## config.mk

```make
export PLATFORM = sky130hd
export DESIGN_NAME = popcount_act_unit
export DESIGN_NICKNAME = d
export VERILOG_FILES = /design/src/rtl/popcount_act_unit.sv
export SDC_FILE = /design/constraint.sdc
export NUM_CORES = 1
export LEC_CHECK = 0
export CAP_MARGIN = 30
export CORE_AREA = 2 2 72 74
export DETAILED_ROUTE_END_ITERATION = 7
export DIE_AREA = 0 0 74 76
export GPL_TIMING_DRIVEN = 0
export PLACE_DENSITY = 0.65
export REMOVE_ABC_BUFFERS = 1
export SKIP_CTS_REPAIR_TIMING = 1
export SYNTH_ARGS = -nofsm -noshare
export SYNTH_HDL_FRONTEND = slang
export SYNTH_SLANG_ARGS = --single-unit
```

## constraint.sdc

```tcl
create_clock -name clk -period 3 [get_ports clk]
set_clock_uncertainty 0.2 [all_clocks]
set_input_delay 0.45 -clock clk [delete_from_list [all_inputs] [get_ports clk]]
set_output_delay 0.45 -clock clk [all_outputs]
set_load 0.01 [all_outputs]
```

## src/rtl/popcount_act_unit.sv

```systemverilog
// XNOR-popcount accumulator with sign activation for one binarized neuron.
// Define POPCNT_BIAS_EN to add a signed bias input, latched when a neuron starts.
module popcount_act_unit #(
    parameter int FAN_IN     = 784,
    parameter int ACC_WIDTH  = 12,
    parameter int BIAS_WIDTH = 12
) (
    input  logic                 clk,
    input  logic                 rst,
    input  logic                 start,
    input  logic                 in_valid,
    input  logic                 in_bit,
`ifdef POPCNT_BIAS_EN
    input  logic [BIAS_WIDTH-1:0] bias,
`endif
    output logic                 busy,
    output logic [ACC_WIDTH-1:0] acc_out,
    output logic                 act_out,
    output logic                 out_valid,
    output logic                 overflow
);

    localparam int BW = $clog2(FAN_IN + 1);
    localparam int SW = ((ACC_WIDTH > BIAS_WIDTH) ? ACC_WIDTH : BIAS_WIDTH) + 3;
    localparam logic [ACC_WIDTH-1:0] ACC_MAX = '1;
    localparam logic [BW-1:0] LAST_BEAT = BW'(FAN_IN - 1);

    typedef enum logic [1:0] {
        S_IDLE,
        S_ACCUM,
        S_DONE
    } state_e;

    state_e                state_q, state_d;
    logic [BW-1:0]         beat_cnt_q, beat_cnt_d;
    logic [ACC_WIDTH-1:0]  match_cnt_q, match_cnt_d;
    logic                  overflow_q, overflow_d;
    logic [ACC_WIDTH-1:0]  acc_out_q, acc_out_d;
    logic                  act_out_q, act_out_d;
    logic                  out_valid_q, out_valid_d;
    logic                  busy_q, busy_d;
    logic [BIAS_WIDTH-1:0] bias_q;

`ifdef POPCNT_BIAS_EN
    logic [BIAS_WIDTH-1:0] bias_d;
`else
    assign bias_q = '0;
`endif

    // Activation sign: 2*match - FAN_IN + bias, in a width that cannot overflow
    logic signed [SW-1:0] two_m, fan, b_ext, act_sum;

    always_comb begin
        two_m   = SW'({match_cnt_q, 1'b0});
        fan     = SW'(FAN_IN);
        b_ext   = SW'($signed(bias_q));
        act_sum = two_m - fan + b_ext;
    end

    always_comb begin
        state_d     = state_q;
        beat_cnt_d  = beat_cnt_q;
        match_cnt_d = match_cnt_q;
        overflow_d  = overflow_q;
        acc_out_d   = acc_out_q;
        act_out_d   = act_out_q;
        out_valid_d = 1'b0;
`ifdef POPCNT_BIAS_EN
        bias_d      = bias_q;
`endif
        unique case (state_q)
            S_IDLE: begin
                if (start) begin
                    state_d     = S_ACCUM;
                    beat_cnt_d  = '0;
                    match_cnt_d = '0;
                    overflow_d  = 1'b0;
`ifdef POPCNT_BIAS_EN
                    bias_d      = bias;
`endif
                end
            end
            S_ACCUM: begin
                if (in_valid) begin
                    beat_cnt_d = beat_cnt_q + BW'(1);
                    if (!in_bit) begin
                        if (match_cnt_q == ACC_MAX) overflow_d = 1'b1;
                        else match_cnt_d = match_cnt_q + ACC_WIDTH'(1);
                    end
                    if (beat_cnt_q == LAST_BEAT) state_d = S_DONE;
                end
            end
            S_DONE: begin
                acc_out_d   = match_cnt_q;
                act_out_d   = ~act_sum[SW-1];
                out_valid_d = 1'b1;
                state_d     = S_IDLE;
            end
            default: state_d = S_IDLE;
        endcase
        busy_d = (state_d != S_IDLE);
    end

    always_ff @(posedge clk) begin
        if (rst) begin
            state_q     <= S_IDLE;
            beat_cnt_q  <= '0;
            match_cnt_q <= '0;
            overflow_q  <= 1'b0;
            acc_out_q   <= '0;
            act_out_q   <= 1'b0;
            out_valid_q <= 1'b0;
            busy_q      <= 1'b0;
        end else begin
            state_q     <= state_d;
            beat_cnt_q  <= beat_cnt_d;
            match_cnt_q <= match_cnt_d;
            overflow_q  <= overflow_d;
            acc_out_q   <= acc_out_d;
            act_out_q   <= act_out_d;
            out_valid_q <= out_valid_d;
            busy_q      <= busy_d;
        end
    end

`ifdef POPCNT_BIAS_EN
    always_ff @(posedge clk) begin
        if (rst) bias_q <= '0;
        else bias_q <= bias_d;
    end
`endif

    assign busy      = busy_q;
    assign acc_out   = acc_out_q;
    assign act_out   = act_out_q;
    assign out_valid = out_valid_q;
    assign overflow  = overflow_q;

endmodule
```

# Word level (Yosys, flattened, before mapping)
# Index checks and enable logic that the tools add are counted.
# Widths: inputs -> output; s select.
# totals
out_inout_bits,16
word_cells,45
n_memories,0
mem_bits_rw,0
register_bits,40
latch_bits,0
mem_bits_ro,0
# op_classes
div,0
n_eq_ne,9
magnitude_cmp,0
n_bitwise,1
multipliers,0
muxes,18
n_shift,0
n_reduce_logical,6
add_sub_neg,3
# ops
cell,count
$mux 12,4
$pmux 12 s2,1
$mux 10,2
$pmux 10 s2,1
$sub 13x10->14 const B,1
$add 12x1->12 const B,1
$eq 12x12->1 const B,1
$add 10x1->10 const B,1
$eq 10x10->1 const B,1
$ne 2x2->1 const B,5
$reduce_and 5->1,2
$mux 2,3
$mux 1,5
$pmux 2 s2,1
$reduce_bool 2->1,2
$reduce_and 3->1,1
$eq 2x1->1 const B,1
$eq 2x2->1 const B,1
$logic_not 2->1,1
$pmux 1 s2,1
$not 1->1,1

# Longest topological paths before layout
# depth
depth_word,5
depth_mapped,7
depth_no_buf,6

# Least setup slack after synthesis
# OpenSTA, ideal clock, no wires.
# synth_path
kind,register to register
start,reg match_cnt_q[0]
end,reg match_cnt_q[11]
setup_slack_ns,0.917
t_required_ns,2.709
path_stages_with_launch,8
setup_ns,0.091
arrival_time_ns,1.792
path_cell_list,dfxtp_1 > ha_1 > nand3_4 > or4_4 > buf_6 > o21ai_2 > a21oi_1 > a311oi_1
# synth_between
elab_chain_cells,5
# synth_lines
element,line,text
from (decl),36,"logic [ACC_WIDTH-1:0] match_cnt_q, match_cnt_d;"
from (signal assigned),117,match_cnt_q <= match_cnt_d;
$add 12x1->12,88,else match_cnt_d = match_cnt_q + ACC_WIDTH'(1);
$mux 12,87,if (match_cnt_q == ACC_MAX) overflow_d = 1'b1;
$mux 12,86,if (!in_bit) begin
$mux 12,84,if (in_valid) begin
$pmux 12 s2,71,unique case (state_q)
# Several ways; a longest one is shown, not always the timed one. The select of a mux whose other input is x is not followed.
# A chain may end at the register's enable or synchronous reset.

==> metrics.cfg <==
[yosys]
synth_top_cell_by_area = dfxtp_1
synth.area.top_cells = dfxtp_1, nand2_1, a21oi_1
yosys-top-cells-count = nand2_1, dfxtp_1, a21oi_1
yosysWarningCount = 0
async_flop_share_pct = 0
post-synth-top-area-fraction_pct = 43.6
postSynthCellCount = 224
ys_seq_elements = 40
synth_area_per_cell_um2 = 8.20
synth_cell_type_count = 42
syn_area_um2 = 1840
yosysMostFrequentCell = nand2_1
ys_seq_area_share_pct = 43.6
synth_ff_type = dfxtp_1
synth_edf_count = 0

[timing]
slew_headroom_pct = 38.6
period_needed_ps = 2610
fin_ws_ps = 391
max_freq_mhz = 383
setup_viol = 0
hold_slack_ps = 253
setup_tns_ps = 0
hold_viol = 0
worst_pin_slew_ps = 913
min_period_over_period_pct = 87.0
rsz0062_at_grt = false
slew_viol_final = 0

[clocking]
numClockSinks = 40
clock_latency_ps = 290
htreeDepth = 2
cts_buffer_depth = 2
cts_tree = done
clk_pin_slew_ps = 70
cts-root-buf = clkbuf_8
numCtsBuffers = 5

[setup_path]
crit_buf_inv = 1
crit_path_end_kind = register
cp_top_family = simple AND/OR/NAND/NOR gates
crit_path_top_delay_cell = clkdlybuf4s50_1
cp.required_ps = 3020
critPathKind = in2reg
slowest_delay_ps = 800
arrival_ps = 2630
worst_setup_path_start_kind = input pin
path_max_fanout = 21
crit_chain = clkdlybuf4s50_1 -> nor2_1 -> nand2_2 -> nor3b_2 -> nand4_1 -> o21ai_0

[placed_design]
numPortBuffers = 20
place_area_um2 = 2050
place_congestion = 0.881
dpl.hpwl_mm = 2.61
dp_slack_ps = -220

[route]
drc = 0
via_per_inst = 5.13
first_iter_violations = 114
drt_first_pass_iters = 4
antenna_left = 0
routedWlPerCell_um = 12.1
wl_mm = 3.77
vias = 1595

[cells_and_area]
diodes = 0
nets = 248
fillers = 514
drive_gt1_share_pct = 5.81
fin_util_pct = 43.5
syn_to_final_growth_pct = 16.2
final_area_um2 = 2130

[floorplanning]
die_h_um = 76
fp.dieW_um = 74
die_area_um2 = 5620
core_um2 = 4910
ios = 21
rows = 26
start_util_pct = 37.4

[grt]
grt_pass1_vias = 1487
grt_max_degree = 22
grt_first_pass_wirelength_mm = 6.67
grt_remaining_overflow = 0
antenna_found_initial = 0
grtUsageTotal_pct = 14.7

[min_path]
hold_path.class = reg2reg

[run_status]
status = complete, no violations

[flow_run]
drv_cap = 0

[power]
leakagePower_nw = 0.683
ir_drop_mv = 0.218
p_per_area_nw_per_um2 = 448

-- placed cells by master, fill, tap and decap left out, types with 4 or more instances in the layout --
master	synthesis	final
o21ai_0	14	14
nand3_1	5	5
xnor2_1	4	4
clkbuf_8	0	5
nand4_1	5	5
nand3b_1	4	4
clkdlybuf4s50_1	0	20
nor3_1	6	6
dfxtp_1	40	40
a21oi_1	28	28
nand2_1	41	41
nor2_1	19	19
-- worst min-delay path, cell delays in order (launching register included) --
cell	delay [ps]
dfxtp_1	310
nand2_1	50
a21oi_1	50
-- state kept, by name, indices dropped and copies added, names as in the netlist --
name / flops
beat_cnt_q: 10
busy: 1
out_valid: 1
match_cnt_q: 12
acc_out: 12
act_out: 1
overflow: 1
state_q: 2
-- path summary, 6_finish.rpt --
path,from,endpoint,slack (ps),cells past startpoint
max,rst,match_cnt_q[10],390,6
min,acc_out[10],acc_out[10],250,2
max reg2reg,match_cnt_q[0],match_cnt_q[3],630,6
min reg2reg,acc_out[10],acc_out[10],250,2
-- through the flow --
stage          power, mW  cells
3_5_place_dp       0.628    304
4_1_cts            0.971    311
5_1_grt             1.00    311
6_report           0.956    311
3_3_place_gp       0.627    304
2_1_floorplan      0.602    214
-- per-layer routing --
layer,vias up,GRT usage [%],part of all wire [%]
li1,831,-,-
met1,723,19.7,49
met2,34,22.9,45
met3,7,3.70,4.1
met4,0,5.09,1.6
met5,-,0,0
-- report_power, final --
part | total, mW | switching, mW | internal, mW
Combinational | 0.0583 | 0.0350 | 0.0233
Clock | 0.341 | 0.184 | 0.157
Sequential | 0.557 | 0.0152 | 0.542
Total | 0.956 | 0.234 | 0.722
-- area by class of cell --
cell class | count | area (µm²) | area share (%)
clock buffers | 5 | 68.8 | 3.22
well taps | 70 | 87.6 | 4.10
repair buffers | 20 | 200 | 9.38
multi-input cells | 172 | 957 | 44.8
flip-flops and latches | 40 | 801 | 37.5
clock inverters | 2 | 12.5 | 0.586
inverters | 2 | 7.51 | 0.352
-- logic make-up after synthesis --
group	count (synthesis)	synth area share (%)
xor+xnor	7	3.34
flops	40	43.6
compound gates	59	18.8
buf+inv	12	4.56
fa+ha+maj	2	1.36
simple gates	104	28.3
Power figures use the tool's default switching activity.
